## config.mk

```make
export PLATFORM = sky130hd
export DESIGN_NAME = bin_to_bcd_pair_flat
export DESIGN_NICKNAME = d
export VERILOG_FILES = /design/src/rtl/bin_to_bcd_pair_if.sv /design/src/rtl/bin_to_bcd_pair.sv /design/src/flat_wrapper.sv
export SDC_FILE = /design/constraint.sdc
export NUM_CORES = 1
export LEC_CHECK = 0
export BUFFER_PORTS_ARGS = -buffer_cell sky130_fd_sc_hd__buf_4
export CAP_MARGIN = 10
export CORE_MARGIN = 2
export CORE_UTILIZATION = 50
export CTS_BUF_LIST = sky130_fd_sc_hd__clkbuf_8 sky130_fd_sc_hd__clkbuf_16
export CTS_CLUSTER_DIAMETER = 60
export DETAILED_ROUTE_END_ITERATION = 12
export PLACE_DENSITY_LB_ADDON = 0.15
export SETUP_SLACK_MARGIN = 0.5
export SLEW_MARGIN = 20
export SYNTH_ARGS = -nofsm -noshare
export SYNTH_HDL_FRONTEND = slang
export SYNTH_SLANG_ARGS = --single-unit
```

## constraint.sdc

```tcl
create_clock -name iCLK_50MHZ -period 2.7 [get_ports iCLK_50MHZ]
set_clock_uncertainty 0.1 [all_clocks]
set_input_delay 0.27 -clock iCLK_50MHZ [delete_from_list [all_inputs] [get_ports iCLK_50MHZ]]
set_output_delay 0.27 -clock iCLK_50MHZ [all_outputs]
set_load 0.005 [all_outputs]
```

## src/rtl/bin_to_bcd_pair_if.sv

```systemverilog
// Handshake/data bundle between the LCD top level and the binary-to-BCD pair
// converter. The master drives the request and the two binary values; the
// slave (the converter) returns both digit sets, the overflow flags and status.
interface bin_to_bcd_pair_if #(
  parameter int IN_WIDTH = 16
);
  logic                iStart;
  logic [IN_WIDTH-1:0] iValue1;
  logic [IN_WIDTH-1:0] iValue2;

  logic [3:0] oThousandsBin1;
  logic [3:0] oHundredsBin1;
  logic [3:0] oTensBin1;
  logic [3:0] oOnesBin1;
  logic [3:0] oThousandsBin2;
  logic [3:0] oHundredsBin2;
  logic [3:0] oTensBin2;
  logic [3:0] oOnesBin2;
  logic       oOverflow1;
  logic       oOverflow2;
  logic       oBusy;
  logic       oDone;

  modport master (
    output iStart, iValue1, iValue2,
    input  oThousandsBin1, oHundredsBin1, oTensBin1, oOnesBin1,
    input  oThousandsBin2, oHundredsBin2, oTensBin2, oOnesBin2,
    input  oOverflow1, oOverflow2, oBusy, oDone
  );

  modport slave (
    input  iStart, iValue1, iValue2,
    output oThousandsBin1, oHundredsBin1, oTensBin1, oOnesBin1,
    output oThousandsBin2, oHundredsBin2, oTensBin2, oOnesBin2,
    output oOverflow1, oOverflow2, oBusy, oDone
  );
endinterface

```

## src/rtl/bin_to_bcd_pair.sv

```systemverilog
// Sequential binary-to-BCD converter for two values (Num1, Num2).
// Each value is clamped to 9999, then converted by double dabble one bit per
// clock (14 iterations each). Value 1 is converted first and parked; both digit
// sets are published together on the final edge of the value-2 conversion so
// the display never shows a half-updated pair. A conversion is started by
// iStart or by a periodic refresh tick, and requests outside IDLE are dropped.
module bin_to_bcd_pair #(
  parameter int IN_WIDTH       = 16,
  parameter int REFRESH_CYCLES = 5000000
) (
  input logic             iCLK_50MHZ,
  input logic             iRST_N,
  bin_to_bcd_pair_if.slave bus
);

  // Clamped values never exceed 9999, so 14 bits of binary and four BCD
  // nibbles are always enough.
  localparam int                  BIN_W     = 14;
  localparam logic [3:0]          LAST_ITER = 4'(BIN_W - 1);
  localparam logic [IN_WIDTH-1:0] MAX_VAL   = IN_WIDTH'(9999);

  typedef enum logic [1:0] {
    IDLE  = 2'd0,
    CONV1 = 2'd1,
    CONV2 = 2'd2
  } state_t;

  state_t           state_q;
  logic [BIN_W-1:0] bin_q;      // binary shift register
  logic [15:0]      bcd_q;      // BCD accumulator
  logic [3:0]       iter_q;     // iterations done in the current pass
  logic [15:0]      res1_q;     // finished value-1 digits, waiting for value 2
  logic [BIN_W-1:0] val2_q;     // clamped value 2, latched at start
  logic             ovf1_q;
  logic             ovf2_q;
  logic [31:0]      digits_q;   // {Num1 TH,H,T,O, Num2 TH,H,T,O}
  logic             ovf1_out_q;
  logic             ovf2_out_q;
  logic             busy_q;
  logic             done_q;

  logic             tick;
  logic [15:0]      bcd_adj;
  logic [15:0]      bcd_d;
  logic [BIN_W-1:0] bin_d;

  // Clamp anything above 9999 (at any input width) instead of letting the
  // upper bits wrap into the 14-bit converter.
  function automatic logic [BIN_W-1:0] clamp14(input logic [IN_WIDTH-1:0] v);
    if (v > MAX_VAL) begin
      return BIN_W'(9999);
    end
    return v[BIN_W-1:0];
  endfunction

  // ---------------------------------------------------------------------
  // Periodic refresh tick: free-running counter 0..REFRESH_CYCLES-1,
  // tick high while the count sits on its last value. Zero disables it.
  // ---------------------------------------------------------------------
  generate
    if (REFRESH_CYCLES > 0) begin : g_refresh
      localparam int             CW       = (REFRESH_CYCLES > 1) ? $clog2(REFRESH_CYCLES) : 1;
      localparam logic [CW-1:0]  LAST_CNT = CW'(REFRESH_CYCLES - 1);
      logic [CW-1:0] cnt_q;

      // Refresh counter, wrapping at the period boundary.
      always_ff @(posedge iCLK_50MHZ) begin
        if (!iRST_N) begin
          cnt_q <= '0;
        end else if (cnt_q == LAST_CNT) begin
          cnt_q <= '0;
        end else begin
          cnt_q <= cnt_q + 1'b1;
        end
      end

      assign tick = (cnt_q == LAST_CNT);
    end else begin : g_no_refresh
      assign tick = 1'b0;
    end
  endgenerate

  // ---------------------------------------------------------------------
  // One double-dabble step: add 3 to each nibble >= 5, then shift the
  // {BCD, binary} pair left by one.
  // ---------------------------------------------------------------------
  generate
    for (genvar gi = 0; gi < 4; gi++) begin : g_nibble
      assign bcd_adj[gi*4 +: 4] = (bcd_q[gi*4 +: 4] >= 4'd5) ? (bcd_q[gi*4 +: 4] + 4'd3)
                                                             : bcd_q[gi*4 +: 4];
    end
  endgenerate

  assign bcd_d = {bcd_adj[14:0], bin_q[BIN_W-1]};
  assign bin_d = {bin_q[BIN_W-2:0], 1'b0};

  // Conversion sequencer: IDLE -> CONV1 (value 1) -> CONV2 (value 2) -> IDLE,
  // with all outputs registered here.
  always_ff @(posedge iCLK_50MHZ) begin
    if (!iRST_N) begin
      state_q    <= IDLE;
      bin_q      <= '0;
      bcd_q      <= '0;
      iter_q     <= '0;
      res1_q     <= '0;
      val2_q     <= '0;
      ovf1_q     <= 1'b0;
      ovf2_q     <= 1'b0;
      digits_q   <= '0;
      ovf1_out_q <= 1'b0;
      ovf2_out_q <= 1'b0;
      busy_q     <= 1'b0;
      done_q     <= 1'b0;
    end else begin
      done_q <= 1'b0;
      case (state_q)
        IDLE: begin
          if (bus.iStart | tick) begin
            bin_q   <= clamp14(bus.iValue1);
            val2_q  <= clamp14(bus.iValue2);
            ovf1_q  <= (bus.iValue1 > MAX_VAL);
            ovf2_q  <= (bus.iValue2 > MAX_VAL);
            bcd_q   <= '0;
            iter_q  <= '0;
            busy_q  <= 1'b1;
            state_q <= CONV1;
          end
        end

        CONV1: begin
          if (iter_q == LAST_ITER) begin
            // Park value 1 and start over on value 2.
            res1_q  <= bcd_d;
            bin_q   <= val2_q;
            bcd_q   <= '0;
            iter_q  <= '0;
            state_q <= CONV2;
          end else begin
            bcd_q  <= bcd_d;
            bin_q  <= bin_d;
            iter_q <= iter_q + 4'd1;
          end
        end

        CONV2: begin
          if (iter_q == LAST_ITER) begin
            // Publish both digit sets and both flags on the same edge.
            digits_q   <= {res1_q, bcd_d};
            ovf1_out_q <= ovf1_q;
            ovf2_out_q <= ovf2_q;
            busy_q     <= 1'b0;
            done_q     <= 1'b1;
            bcd_q      <= '0;
            bin_q      <= '0;
            iter_q     <= '0;
            state_q    <= IDLE;
          end else begin
            bcd_q  <= bcd_d;
            bin_q  <= bin_d;
            iter_q <= iter_q + 4'd1;
          end
        end

        default: begin
          state_q <= IDLE;
          busy_q  <= 1'b0;
        end
      endcase
    end
  end

  assign bus.oThousandsBin1 = digits_q[31:28];
  assign bus.oHundredsBin1  = digits_q[27:24];
  assign bus.oTensBin1      = digits_q[23:20];
  assign bus.oOnesBin1      = digits_q[19:16];
  assign bus.oThousandsBin2 = digits_q[15:12];
  assign bus.oHundredsBin2  = digits_q[11:8];
  assign bus.oTensBin2      = digits_q[7:4];
  assign bus.oOnesBin2      = digits_q[3:0];
  assign bus.oOverflow1     = ovf1_out_q;
  assign bus.oOverflow2     = ovf2_out_q;
  assign bus.oBusy          = busy_q;
  assign bus.oDone          = done_q;

endmodule

```

## src/flat_wrapper.sv

```systemverilog
// flat-port wrapper written by rule: the top's interface ports become plain ports
module bin_to_bcd_pair_flat 
#(
  parameter int IN_WIDTH       = 16,
  parameter int REFRESH_CYCLES = 5000000
)
  (iCLK_50MHZ, iRST_N, bus_iStart, bus_iValue1, bus_iValue2, bus_oThousandsBin1, bus_oHundredsBin1, bus_oTensBin1, bus_oOnesBin1, bus_oThousandsBin2, bus_oHundredsBin2, bus_oTensBin2, bus_oOnesBin2, bus_oOverflow1, bus_oOverflow2, bus_oBusy, bus_oDone);
  bin_to_bcd_pair_if #(.IN_WIDTH(IN_WIDTH)) bus_i ();
  input logic iCLK_50MHZ;
  input logic iRST_N;
  input wire logic [$bits(bus_i.iStart)-1:0] bus_iStart;
  input wire logic [$bits(bus_i.iValue1)-1:0] bus_iValue1;
  input wire logic [$bits(bus_i.iValue2)-1:0] bus_iValue2;
  output wire logic [$bits(bus_i.oThousandsBin1)-1:0] bus_oThousandsBin1;
  output wire logic [$bits(bus_i.oHundredsBin1)-1:0] bus_oHundredsBin1;
  output wire logic [$bits(bus_i.oTensBin1)-1:0] bus_oTensBin1;
  output wire logic [$bits(bus_i.oOnesBin1)-1:0] bus_oOnesBin1;
  output wire logic [$bits(bus_i.oThousandsBin2)-1:0] bus_oThousandsBin2;
  output wire logic [$bits(bus_i.oHundredsBin2)-1:0] bus_oHundredsBin2;
  output wire logic [$bits(bus_i.oTensBin2)-1:0] bus_oTensBin2;
  output wire logic [$bits(bus_i.oOnesBin2)-1:0] bus_oOnesBin2;
  output wire logic [$bits(bus_i.oOverflow1)-1:0] bus_oOverflow1;
  output wire logic [$bits(bus_i.oOverflow2)-1:0] bus_oOverflow2;
  output wire logic [$bits(bus_i.oBusy)-1:0] bus_oBusy;
  output wire logic [$bits(bus_i.oDone)-1:0] bus_oDone;
  assign bus_i.iStart = bus_iStart;
  assign bus_i.iValue1 = bus_iValue1;
  assign bus_i.iValue2 = bus_iValue2;
  assign bus_oThousandsBin1 = bus_i.oThousandsBin1;
  assign bus_oHundredsBin1 = bus_i.oHundredsBin1;
  assign bus_oTensBin1 = bus_i.oTensBin1;
  assign bus_oOnesBin1 = bus_i.oOnesBin1;
  assign bus_oThousandsBin2 = bus_i.oThousandsBin2;
  assign bus_oHundredsBin2 = bus_i.oHundredsBin2;
  assign bus_oTensBin2 = bus_i.oTensBin2;
  assign bus_oOnesBin2 = bus_i.oOnesBin2;
  assign bus_oOverflow1 = bus_i.oOverflow1;
  assign bus_oOverflow2 = bus_i.oOverflow2;
  assign bus_oBusy = bus_i.oBusy;
  assign bus_oDone = bus_i.oDone;
  bin_to_bcd_pair #(.IN_WIDTH(IN_WIDTH), .REFRESH_CYCLES(REFRESH_CYCLES)) u_core (.iCLK_50MHZ(iCLK_50MHZ), .iRST_N(iRST_N), .bus(bus_i));
endmodule
```

==> impl_metrics.json <==
{
  "p_per_area_mw_per_mm2": 637.4,
  "p_switching_w": 0.001014,
  "synth.top_cell.area_share_pct": 44.89,
  "worst-setup-path-type": "flop to flop",
  "cts-htree-levels": 4,
  "hp-class": "primary input to flop",
  "cts_made_buffers": 17,
  "port-buffer-count": 70,
  "status": "finished, final reports clean",
  "clock.fmax_mhz": 475.5,
  "drive_above_1_share_pct": 18.45,
  "critPathTopFamily": "simple AND/OR/NAND/NOR gates",
  "wirelength_mm": 13.52,
  "reg2reg_slack_ns": 0.60,
  "drc": 0,
  "tightest_slew_ns": 0.7988,
  "insertion_delay_ns": 0.42,
  "ys_warn_count": 0,
  "ff2ff_path_depth": 7,
  "p_int_w": 0.003442,
  "cts_tree": "built",
  "synth_ff_type": "dfxtp_1",
  "pin_count": 71,
  "num_rows": 38,
  "grt_overflow": 0,
  "holdPathEnd": "u_core.val2_q[1]",
  "pwr-share-seq_pct": 44.0,
  "finalCriticalPeriod_ns": 2.103,
  "cp.buffers_inverters": 1,
  "detailed_place.area_mm2": 0.006304,
  "grt_pass1_wl_mm": 22.22,
  "timing.slew.headroom_pct": 46.67,
  "power_leakage_nw": 2.708,
  "grt_pass1_vias": 4613,
  "globalplace.congestion": 0.8791,
  "worstPathArrival_ns": 2.35,
  "synth_area_leaders": "dfxtp_1, nand2_1, a21oi_1",
  "hpwlAfterDp_mm": 9.225,
  "synth-seq-area-share_pct": 44.89,
  "drt-pass1-iter-count": 4,
  "synth_area_mm2": 0.005664,
  "synth_cell_types": 49,
  "fp.coreArea_mm2": 0.01094,
  "design_area_mm2": 0.006992,
  "cts_root_buf": "clkbuf_16",
  "diodes": 0,
  "max_cap_violations": 0,
  "vias": 5014,
  "nets": 798,
  "power_frac_comb_pct": 7.6,
  "async_reset_ff_share_pct": 0,
  "tns_ns": 0,
  "fp.dieW_um": 110.4,
  "hp-start": "bus_iValue2[1]",
  "finalHoldViolCount": 0,
  "peakVddDrop_mv": 0.4872,
  "worstPathCellList": "ha_4 > nand2_1 > or4_4 > o21bai_4 > and2_4 > buf_8 > mux2i_1",
  "r2r-end": "u_core.val2_q[7]",
  "cp-end-kind": "flop",
  "synth_edf_count": 0,
  "yosys.area.top_type": "dfxtp_1",
  "syn_to_final_growth_pct": 23.44,
  "startpoint_type": "flop",
  "start_util_pct": 51.80,
  "cpMaxStageDelayCell": "or4_4",
  "holdPathStages": 2,
  "ant_nets": 0,
  "synth_most_common_cell": "nand2_1",
  "clkTransAtPathRegs_ns": 0.06,
  "cts_sinks": 127,
  "fp.dieArea_mm2": 0.01220,
  "drtIter0Drc": 300,
  "final-setup-viol-count": 0,
  "die_h_um": 110.4,
  "clkPwrFrac_pct": 48.3,
  "required_ns": 2.95,
  "cp.depth": 7,
  "fin_crit_sh_pct": 77.90,
  "cpPeakStageDelay_ns": 0.57,
  "grt_setup_unrepaired": "no",
  "vias_per_cell": 5.577,
  "antenna_found_initial": 0,
  "synth_nets": 728,
  "grt_start_max_net_pins": 48,
  "finalPower_w": 0.004457,
  "synthTopCellsByCount": "nand2_1, dfxtp_1, a21oi_1",
  "netlist_instances": 678,
  "swShare_pct": 22.76,
  "post_drt_wl_per_cell_um": 15.04,
  "synth-seq-cells": 127,
  "worst-path-max-fanout": 8,
  "clk_path_buf_depth": 2,
  "r2r-start": "u_core.g_refresh.cnt_q[0]",
  "slew_viol_final": 0,
  "syn_area_per_cell_um2": 8.354,
  "grtUsageTotal_pct": 22.14
}
[through the flow]
step	std cells	util (%)	hold WS (ns)	worst slack, ns
CTS	894	62.95	0.0009328	0.5222
finish	899	63.94	0.01132	0.5968
global route	899	63.94	0.004760	0.4971
global placement	864	57.64	0.3252	0.4437
detailed placement	864	57.64	0.3369	0.4201
floorplan	678	-	0.3129	0.6121
[area by class of cell]
cell class / instances / area [um2]
Clock inverter: 8 / 66.31
Inverter: 14 / 52.55
Sequential cell: 127 / 2545
Tap cell: 140 / 175.2
Clock buffer: 22 / 494.2
Multi-Input combinational cell: 497 / 2943
Timing Repair Buffer: 91 / 715.7
Fill cell: 975 / 3944
[cells by family after synthesis]
group	after synthesis	share of synthesized area (%)
AOI/OAI and AO/OA	155	17.87
muxes	17	3.026
xor gates and xnor gates	24	3.711
DFF	127	44.89
adders and majority gates	15	3.313
buffers and inverters	54	4.131
and+or+nand+nor	286	23.06
[metal layers]
layer  vias up  GRT usage, %  wire length (um)
met2       134         36.52              6582
li1       2514             -                 -
met5         -             0                 0
met3        25         5.214               629
met4         0         9.833               304
met1      2341         27.58              6001
[timing repair]
item,in CTS,in global routing
endpoints found under the setup margin,31,44
cloned,0,2
setup buffers,0,2
endpoints found under the hold margin,0,1
gates resized for setup,7,12
pin swaps,1,2
hold buffers,0,1
[how the worst max path moves through the flow]
stage | end | start | slack (ns)
2_1_floorplan | u_core.iter_q[0] | u_core.state_q[0] | 0.61
3_3_place_gp | u_core.bcd_q[7] | u_core.g_refresh.cnt_q[0] | 0.44
3_5_place_dp | u_core.val2_q[8] | u_core.g_refresh.cnt_q[0] | 0.42
4_1_cts | u_core.bin_q[13] | u_core.g_refresh.cnt_q[0] | 0.52
5_1_grt | u_core.val2_q[7] | u_core.g_refresh.cnt_q[0] | 0.50
6_report | u_core.val2_q[7] | u_core.g_refresh.cnt_q[0] | 0.60
[power groups by stage]
| stage | clock network [W] | logic (W) | registers (W) |
|---|---|---|---|
| 2_1_floorplan | 0 | 0.000211 | 0.00199 |
| 3_3_place_gp | 0 | 0.000300 | 0.00200 |
| 3_5_place_dp | 0 | 0.000308 | 0.00200 |
| 4_1_cts | 0.00218 | 0.000315 | 0.00196 |
| 5_1_grt | 0.00226 | 0.000372 | 0.00197 |
| 6_report | 0.00215 | 0.000340 | 0.00196 |
[layout by cell type (no fill, tap or decap), drive strengths merged, types with 4 or more instances in the layout]
cell and n:
nand2b 6, o21ai 12, and2 8, a2bb2oi 6
mux2i 16, a21oi 67, and3 11, nor4 4
clkbuf 23, and4 6, a32o 6, a211oi 24
dfxtp 127, xnor2 13, o22ai 14, ha 15
a21o 5, nand3 34, a21boi 7, buf 89
xor2 11, nor2 55, inv 17, nand2 137
nor3b 4, or3 5, nand4 6, o221a 7
[sequential cells by signal, summed over array words and instances (netlist names)]
signal                  flops
u_core.state_q              2
u_core.digits_q            32
u_core.bus.oDone            1
u_core.res1_q              16
u_core.bin_q               14
u_core.bus.oOverflow2       1
u_core.bus.oBusy            1
u_core.ovf1_q               1
u_core.val2_q              14
u_core.bcd_q               16
u_core.iter_q               4
u_core.ovf2_q               1
u_core.g_refresh.cnt_q     23
u_core.bus.oOverflow1       1
[worst register-to-register path, cell delays in order, from the launching register on]
cell and delay (ns):
dfxtp_2 0.35, ha_4 0.15, nand2_1 0.08, or4_4 0.57, o21bai_4 0.23, and2_4 0.21
buf_8 0.14, mux2i_1 0.20
No activity file was read; power rests on OpenSTA's default activity.
